File: src/rtl/gpu_decode_stage.sv
// Registered decode stage: splits instruction fields, classifies them, and issues one per cycle on valid/ready.
// Define DECODE_SCOREBOARD_EN to stall issue on RAW/WAW hazards against a pending-register vector.
module gpu_decode_stage #(
   parameter int INSTR_W    = 32,
   parameter int OP_W       = 4,
   parameter int DT_W       = 4,
   parameter int REG_ADDR_W = 4,
   parameter int CNT_W      = 16
) (
   input  logic                  clk,
   input  logic                  rst,
   input  logic                  in_valid,
   output logic                  in_ready,
   input  logic [INSTR_W-1:0]    in_instr,
   output logic                  out_valid,
   input  logic                  out_ready,
   output logic [OP_W-1:0]       out_opcode,
   output logic [DT_W-1:0]       out_dtype,
   output logic [REG_ADDR_W-1:0] out_rd,
   output logic [REG_ADDR_W-1:0] out_rs1,
   output logic [REG_ADDR_W-1:0] out_rs2,
   output logic                  out_is_ld,
   output logic                  out_is_st,
   output logic                  out_is_halt,
   output logic                  out_reg_write,
   input  logic                  wb_valid,
   input  logic [REG_ADDR_W-1:0] wb_rd,
   input  logic                  flush,
   output logic                  halted,
   output logic [CNT_W-1:0]      issued_count
);

   localparam int NUM_REGS = 2 ** REG_ADDR_W;
   localparam int DT_LSB   = INSTR_W - OP_W - DT_W;
   localparam int RD_LSB   = DT_LSB - REG_ADDR_W;
   localparam int RS1_LSB  = RD_LSB - REG_ADDR_W;
   localparam int RS2_LSB  = RS1_LSB - REG_ADDR_W;

   typedef enum logic {RUN, HALTED} stateT;

   typedef struct packed {
      logic [OP_W-1:0]       opcode;
      logic [DT_W-1:0]       dtype;
      logic [REG_ADDR_W-1:0] rd;
      logic [REG_ADDR_W-1:0] rs1;
      logic [REG_ADDR_W-1:0] rs2;
      logic                  isLd;
      logic                  isSt;
      logic                  isHalt;
      logic                  regWrite;
   } payloadT;

   stateT           state_q, state_d;
   payloadT         payload_q, payload_d, decPayload;
   logic            outValid_q, outValid_d;
   logic [CNT_W-1:0] count_q, count_d;
   logic            hazard;
   logic            accept;
   logic            unusedInstrBits;

   always_comb begin
      decPayload.opcode   = in_instr[INSTR_W-1 -: OP_W];
      decPayload.dtype    = in_instr[DT_LSB  +: DT_W];
      decPayload.rd       = in_instr[RD_LSB  +: REG_ADDR_W];
      decPayload.rs1      = in_instr[RS1_LSB +: REG_ADDR_W];
      decPayload.rs2      = in_instr[RS2_LSB +: REG_ADDR_W];
      decPayload.isLd     = (decPayload.opcode == OP_W'(5));
      decPayload.isSt     = (decPayload.opcode == OP_W'(6));
      decPayload.isHalt   = &decPayload.opcode;
      decPayload.regWrite = ~decPayload.isSt & ~decPayload.isHalt;
   end

   // Bits below rs2 carry no decoded meaning.
   assign unusedInstrBits = ^in_instr;

   assign in_ready = ~halted & ~flush & ~hazard & (~outValid_q | out_ready);
   assign accept   = in_valid & in_ready;

`ifdef DECODE_SCOREBOARD_EN
   logic [NUM_REGS-1:0] pending_q, pending_d;
   logic [NUM_REGS-1:0] wbMask, setMask, effPending;

   // Writeback retiring this cycle is bypassed so a dependent can issue alongside it.
   assign wbMask     = wb_valid ? (NUM_REGS'(1) << wb_rd) : '0;
   assign effPending = pending_q & ~wbMask;
   assign setMask    = (accept & decPayload.regWrite) ? (NUM_REGS'(1) << decPayload.rd) : '0;
   assign hazard     = effPending[decPayload.rs1] | effPending[decPayload.rs2] |
                       (decPayload.regWrite & effPending[decPayload.rd]);
   assign pending_d  = flush ? '0 : (effPending | setMask);

   always_ff @(posedge clk) begin
      if (rst) pending_q <= '0;
      else     pending_q <= pending_d;
   end
`else
   logic unusedWb;

   assign hazard   = 1'b0;
   assign unusedWb = ^{wb_valid, wb_rd};
`endif

   always_comb begin
      outValid_d = outValid_q;
      payload_d  = payload_q;
      count_d    = count_q;
      if (flush) begin
         outValid_d = 1'b0;
      end else if (accept) begin
         outValid_d = 1'b1;
         payload_d  = decPayload;
         if (~&count_q) count_d = count_q + CNT_W'(1);
      end else if (out_ready) begin
         outValid_d = 1'b0;
      end
   end

   always_ff @(posedge clk) begin
      if (rst) begin
         outValid_q <= 1'b0;
         payload_q  <= '0;
         count_q    <= '0;
      end else begin
         outValid_q <= outValid_d;
         payload_q  <= payload_d;
         count_q    <= count_d;
      end
   end

   always_ff @(posedge clk) begin
      if (rst) state_q <= RUN;
      else     state_q <= state_d;
   end

   // Once a halt is issued the stage stays frozen until reset.
   always_comb begin
      state_d = state_q;
      case (state_q)
         RUN:     if (accept && decPayload.isHalt) state_d = HALTED;
         HALTED:  state_d = HALTED;
         default: state_d = RUN;
      endcase
   end

   always_comb begin
      halted = (state_q == HALTED);
   end

   assign out_valid     = outValid_q;
   assign out_opcode    = payload_q.opcode;
   assign out_dtype     = payload_q.dtype;
   assign out_rd        = payload_q.rd;
   assign out_rs1       = payload_q.rs1;
   assign out_rs2       = payload_q.rs2;
   assign out_is_ld     = payload_q.isLd;
   assign out_is_st     = payload_q.isSt;
   assign out_is_halt   = payload_q.isHalt;
   assign out_reg_write = payload_q.regWrite;
   assign issued_count  = count_q;

endmodule
File: config.mk
export PLATFORM = sky130hd
export DESIGN_NAME = gpu_decode_stage
export DESIGN_NICKNAME = d
export VERILOG_FILES = /design/src/rtl/gpu_decode_stage.sv
export SDC_FILE = /design/constraint.sdc
export NUM_CORES = 1
export LEC_CHECK = 0
export ABC_AREA = 1
export CAP_MARGIN = 20
export CORE_UTILIZATION = 45
export DETAILED_ROUTE_END_ITERATION = 16
export PLACE_DENSITY = 0.84
export SLEW_MARGIN = 20
export SYNTH_ARGS = -nofsm -noshare
export SYNTH_HDL_FRONTEND = slang
export SYNTH_SLANG_ARGS = --single-unit
File: constraint.sdc
create_clock -name clk -period 3.1 [get_ports clk]
set_input_delay 0.62 -clock clk [delete_from_list [all_inputs] [get_ports clk]]
set_output_delay 0.62 -clock clk [all_outputs]
set_load 0.02 [all_outputs]
* Word-level counts from Yosys, hierarchy flattened
Index checks and enable logic that the tools add are counted.
Word-level totals: output and inout port bits 43, register bits 42, bits of input ports 42
Operators by class: equality and inequality tests 2, add/subtract/negate cells 1, bitwise gates (word level) 11, mux-type cells 4, reduce and logical (&&, ||, !) cells 7
Operators by type and width (count):
- adder 16 x 1 -> 16 bit (second input constant) | 1
- AND reduction 16 bit | 1
- == test 4 x 3 -> 1 bit (second input constant) | 2
- NOT 1 bit | 6
- AND 1 bit | 4
- AND reduction 4 bit | 1
- 2-to-1 mux 1 bit | 3
- AND reduction 3 bit | 1
- one-hot mux 1 bit (2 select lines) | 1
- AND reduction 2 bit | 1
- nonzero test 2 bit | 1
- OR reduction 2 bit | 1
- logical AND 1 bit | 1
- OR 1 bit | 1

* Logic depth before layout (Yosys ltp)
Gate-level depths: netlist (run 1).
depth in word-level cells 7, gate-level depth with buffers 10

* Worst setup path before layout (run 1)
OpenSTA, ideal clock, no wires.
path type register to register, start register count_q[0], in the netlist issued_count[0], end register count_q[11], in the netlist issued_count[11], cell stages (with the launch flop) 10, data arrival time 1511 ps, slack 1457 ps, data required time 2968 ps, buffers on the path 1, library setup time 132 ps, path through dfxtp_1 > ha_1 > nand2_2 > nor2_4 > nand2_4 > nor2_4 > nor2_4 > buf_6 > nand2_1 > a21oi_2
On the way: longest elaborated chain between the ends 3, elaborated cells between the ends (all ways) 4, those cells by class add/sub: 1; bitwise: 1; reduce/logical: 2
RTL lines:
- start: declaration | RTL line 56 | logic [CNT_W-1:0] count_q, count_d;
- start signal: assignment | RTL line 125 | count_q <= count_d;
- parallel branches: the longest is 3 deep, another holds adder 16 x 1 -> 16 bit
Several ways; the timed one is not identified. A chain may end at the register's enable or synchronous reset.

* Worst setup path in the final report (run 1)
start input port out_ready, end output port in_ready
On the way: longest elaborated chain between the ends 2
RTL lines:
- start: declaration | RTL line 16 | input logic out_ready,
- OR 1 bit | RTL line 76 | assign in_ready = ~halted & ~flush & ~hazard & (~outValid_q | out_ready);
- AND 1 bit | RTL line 76
- end: declaration | RTL line 13 | output logic in_ready,
No other way between the ends.

==> results of run 1 <==
==> placed cells by master (no fill, tap or decap), types with 3 or more instances in the layout <==
cell / instances
a21oi_1: 27
a21oi_2: 10
buf_4: 3
clkbuf_8: 5
clkdlybuf4s50_1: 67
dfxtp_1: 42
inv_1: 20
nand2_1: 94
nand2_2: 4
nand2_4: 3
nand3_1: 15
nand4_1: 5
nor2_1: 25
nor2_4: 5
o21ai_0: 4
xor2_1: 4
==> Yosys cell counts <==
master	n
nand3_1	15
nand3b_1	1
clkbuf_1	5
xnor2_1	1
buf_2	3
a21oi_2	10
xor2_1	4
or2_2	1
o21ai_0	4
inv_1	20
nand2_1	94
buf_8	1
clkinv_4	1
nor2_4	5
a21oi_1	27
nor2_1	25
inv_4	1
ha_1	1
inv_2	1
nor3_1	1
nand4_1	5
nand2_4	3
a211oi_1	1
dfxtp_1	42
buf_6	1
nand2_2	4
==> cell type report <==
cell class | instances | area share, %
Multi-Input combinational cell | 202 | 35.6
Sequential cell | 42 | 30.1
Timing Repair Buffer | 70 | 24.8
Inverter | 23 | 3.36
Clock buffer | 6 | 2.60
Tap cell | 50 | 2.24
Clock inverter | 2 | 1.34
==> worst max-delay path by stage <==
stage	end	slack, ps	cells after the start
2_1_floorplan	issued_count[11]	1460	9
3_3_place_gp	in_ready	600	6
3_5_place_dp	in_ready	570	6
4_1_cts	in_ready	570	6
5_1_grt	in_ready	510	6
6_report	in_ready	570	6
==> cells by family (layout without fill, tap and decap cells) <==
| family | count (synthesis) | in the layout |
|---|---|---|
| buffers and inverters | 33 | 101 |
| adders and majority gates | 1 | 1 |
| and+or+nand+nor | 154 | 154 |
| AOI/OAI and AO/OA | 42 | 42 |
| xor gates and xnor gates | 5 | 5 |
| DFF | 42 | 42 |
==> worst max-delay path: stages <==
cell and delay (ps):
clkdlybuf4s50_1 450, inv_1 30, nand2_1 70, nand2_1 70, inv_2 60, clkdlybuf4s50_1 610
==> metal layers <==
layer	vias to the layer above	wire, um
li1	1008	-
met1	889	2080
met2	59	2230
met3	6	241
met4	0	58
met5	-	0
==> report_power, final <==
group	internal, mW	switching [mW]	total, mW
logic	0.0730	0.0777	0.151
clock network	0.240	0.184	0.425
registers	0.556	0.00970	0.566
total	0.869	0.272	1.14
==> state kept, by name, summed over array words and instances (netlist names) <==
signal / flops
out_reg_write: 1
halted: 1
out_rs2: 4
out_is_halt: 1
out_rd: 4
out_rs1: 4
out_is_st: 1
out_is_ld: 1
out_dtype: 4
issued_count: 16
out_opcode: 4
out_valid: 1
==> through the flow <==
stage | power [mW] | hold slack, ps | util [%] | std cells | setup WS, ps
detailed placement | 0.729 | 454 | 65.2 | 387 | 572
floorplan | 0.654 | 538 | - | 277 | 1460
global placement | 0.727 | 451 | 65.2 | 387 | 604
CTS | 1.15 | 467 | 67.9 | 395 | 571
global route | 1.18 | 487 | 67.9 | 395 | 508
finish | 1.14 | 464 | 67.9 | 395 | 569
==> reports/results.ini, run 1 <==
[outcome]
status = completed

[timing]
slew_headroom_pct = 73.6
period_needed_ps = 2530
worstMarginPinSlew_ps = 394
drv_slew = 0
fin_skew_ps = 9.02
fmax_mhz = 395
rsz0062_at_grt = no
finalSetupTns_ps = 0
setup_viol = 0
hold_viol_final = 0
fin_crit_sh_pct = 81.6

[cells_and_area]
regArea_um2 = 841
multi_input_comb_area_um2 = 993
drive_gt1_share_pct = 10.4
fin_nets = 387
syn_to_final_growth_pct = 40.5
fillers = 357
n_antenna_cell = 0
stdcell_area_um2 = 2790

[critical_path]
required_ps = 2480
worstSetupStartpoint = out_ready
setup.reg_to_reg.worst_slack_ps = 1450
r2r_cells = 9
r2r-start = issued_count[0]
worst_setup_path_start_kind = primary input
path_max_fanout = 2
end_kind = primary output
critical_path_class = in2out
reg2reg_to = issued_count[13]
arrival_ps = 1910

[routing]
drc_errors = 0
drt_first_iter_violations = 98
finalWirelength_um = 4610
antenna_left = 0
first_pass_iters = 4
wire_per_inst_um = 11.7
dr_total_vias = 1962
routed_via_density = 4.97

[placement]
gp_congestion = 0.846
dpl.hpwl_um = 3390
numPortBuffers = 67
place_area_um2 = 2680

[worst_hold_path]
worst_hold_path.num_cells = 2
hold_path.class = reg2reg
hold_end = out_rs2[3]
hp-start = out_rs2[3]

[pwr]
worst_ir_drop_vdd_mv = 0.266
p_leak_nw = 1.03
powerDensity_nw_per_um2 = 408

[global_route]
grt_pass1_wl_um = 7360
grt_max_degree = 28
gr-total-overflow = 0
antenna_found_initial = 0
grt_pass1_vias = 1713
use_met3_pct = 4.00
busiest_layer = met2
grt.total_usage_pct = 20.7
use_met1_pct = 25.6
gr-usage-met2_pct = 35.3

[synthesis]
syn_avg_cell_area_um2 = 7.18
yosys-mux-area-fraction_pct = 0
synth_warnings = 0
ys_seq_elements = 42
synth_top_area_share_pct = 42.3
synth_top_family_by_area = simple AND/OR/NAND/NOR gates
synth_cell_types = 26
yosys.area_share.adder_pct = 0.629
synth_compound_gate_area_share_pct = 12.6
synth_top_area_cell = dfxtp_1
synth_xor_area_share_pct = 2.20
syn-instance-count = 277
synth_area_um2 = 1990
seq_area_frac_synth_pct = 42.3
synth_nets = 320
synth-simple-area-share_pct = 34.6
synth_area_leaders = dfxtp_1 42%, nand2_1 18%, a21oi_1 6.8%

[run]
drv_cap = 0

[cts]
cts_setup_buffers = 0
cts-root-buf = clkbuf_8
cts_tree = done
cts_hold_buf = 0
clk_latency_ps = 290
cts.sinks = 42
cts-resized-gates = 0
numCtsBuffers = 5
clkTransAtPathRegs_ps = 70
cts_max_level = 2
cts_buffer_depth = 2

[die]
die_y_um = 68.5
die_w_um = 68.5
core_um2 = 4120
die_area_um2 = 4690
initial_core_util_pct = 48.3
ios = 85
rows = 23

Note: power is estimated with default switching activity, not from simulation.
==> run 2, diff against run 1 <==
--- a/config.mk
+++ b/config.mk
@@ -7,9 +7,9 @@
 export LEC_CHECK = 0
 export ABC_AREA = 1
 export CAP_MARGIN = 20
-export CORE_UTILIZATION = 45
+export CORE_UTILIZATION = 38
 export DETAILED_ROUTE_END_ITERATION = 16
-export PLACE_DENSITY = 0.84
+export PLACE_DENSITY = 0.76
 export SLEW_MARGIN = 20
 export SYNTH_ARGS = -nofsm -noshare
 export SYNTH_HDL_FRONTEND = slang
==> constraint.sdc (replaced) <==
create_clock -name clk -period 2.3 [get_ports clk]
set_input_delay 0.46 -clock clk [delete_from_list [all_inputs] [get_ports clk]]
set_output_delay 0.46 -clock clk [all_outputs]
set_load 0.02 [all_outputs]
==> run 2 against run 1 <==
Against the previous run: sequential power rose by 35%; routed wire length grew 2.5%; combinational power grew 36%.
==> reports/results.ini, run 2 (synthesis gave the netlist of run 1 again) <==
[cts]
cts-root-buf = clkbuf_8
clk_latency_ps = 300
cts_max_level = 2
cts_setup_buffers = 0
numCtsBuffers = 5
cts_buffer_depth = 2
cts-resized-gates = 0
cts_hold_buf = 0
cts_tree = done
cts.sinks = 42
clkTransAtPathRegs_ps = 80

[timing]
fin_crit_sh_pct = 95.6
fin_skew_ps = 5.37
drv_slew = 0
period_needed_ps = 2200
slew_headroom_pct = 72.4
rsz0062_at_grt = no
hold_viol_final = 0
worstMarginPinSlew_ps = 413
setup_viol = 0
finalSetupTns_ps = 0
fmax_mhz = 455

[cells_and_area]
fin_nets = 389
syn_to_final_growth_pct = 41.3
most-common-layout-cells = 94 x nand2_1, 67 x clkdlybuf4s50_1, 42 x dfxtp_1
n_antenna_cell = 0
drive_gt1_share_pct = 11.2
final_common_cell = nand2_1
largest_reg_flops = 16
post-route-util_pct = 57.6
fillers = 461

[die]
rows = 25
die_y_um = 74.3
die_w_um = 74.3
ios = 85
initial_core_util_pct = 40.7
die_area_um2 = 5520
core_um2 = 4880

[outcome]
status = completed

[routing]
antenna_left = 0
finalWirelength_um = 4720
wire_per_inst_um = 11.4
dr_total_vias = 1956
drt_first_iter_violations = 71
first_pass_iters = 4
routed_via_density = 4.72
drc_errors = 0

[worst_hold_path]
worst_hold_path.num_cells = 2
hold_end = out_rs1[0]
hp-start = out_rs1[0]
hold_path.class = reg2reg

[global_route]
grt_max_degree = 18
grt.total_usage_pct = 17.5
antenna_found_initial = 0
use_met3_pct = 4.61
grt_pass1_vias = 1629
use_met1_pct = 21.9
gr-usage-met2_pct = 29.1
busiest_layer = met2
grt_pass1_wl_um = 7370
gr-total-overflow = 0

[placement]
numPortBuffers = 67
dpl.hpwl_um = 3490
gp_congestion = 0.849

[pwr]
p_leak_nw = 1.04
worst_ir_drop_vdd_mv = 0.341
powerDensity_nw_per_um2 = 515

[critical_path]
worst_setup_path_start_kind = primary input
r2r_cells = 8
setup.reg_to_reg.worst_slack_ps = 670
end_kind = primary output
r2r-start = issued_count[0]
arrival_ps = 1740
reg2reg_to = issued_count[14]
required_ps = 1840
critical_path_class = in2out
path_max_fanout = 2

[run]
drv_cap = 0

==> run 2: cell types whose count changed in the layout (fill, tap and decap cells not counted), sizes merged <==
| cell | previous run | this run |
|---|---|---|
| bufinv | 1 | 0 |
| clkinv | 1 | 3 |
| buf | 3 | 5 |
| clkbuf | 6 | 5 |
==> run 2: layer usage <==
metal	part of all wire, %	wire length [um]
met1	45	2140
met2	47	2230
met4	1.8	85
met3	5.8	273
met5	0	0
==> run 2: worst max-delay path, cell delays in order <==
cell and delay (ps):
clkdlybuf4s50_1 450, inv_1 40, nand2_1 60, nand2_1 60, inv_2 60, clkdlybuf4s50_1 600
==> run 2: worst max-delay path by stage <==
stage | startpoint | endpoint | slack [ps] | cells past startpoint
4_1_cts | out_ready | in_ready | 90 | 6
5_1_grt | out_ready | in_ready | 50 | 6
6_report | out_ready | in_ready | 100 | 6
3_3_place_gp | out_ready | in_ready | 120 | 6
3_5_place_dp | out_ready | in_ready | 90 | 6
2_1_floorplan | issued_count[0] | issued_count[11] | 660 | 9
==> run 2: cell type report <==
type | count | area, um2 | share of cell area, %
Multi-Input combinational cell | 202 | 993 | 35.4
Sequential cell | 42 | 841 | 29.9
Tap cell | 67 | 83.8 | 2.98
Clock buffer | 5 | 68.8 | 2.45
Timing Repair Buffer | 72 | 708 | 25.2
Inverter | 23 | 93.8 | 3.34
Clock inverter | 3 | 21.3 | 0.757
==> run 2: stage by stage <==
step	hold WS, ps	total power, mW	std cells	setup WS, ps	cell area [um2]
floorplan	538	0.882	277	657	1990
global placement	451	0.984	406	119	2720
detailed placement	456	0.988	406	88.2	2720
CTS	469	1.47	414	88.0	2810
global route	485	1.52	414	45.5	2810
finish	464	1.45	414	101	2810
==> run 2: report_power, final <==
part	internal, mW	total, mW	switching [mW]
clock	0.213	0.477	0.263
sequential	0.749	0.764	0.0147
combinational	0.101	0.206	0.105
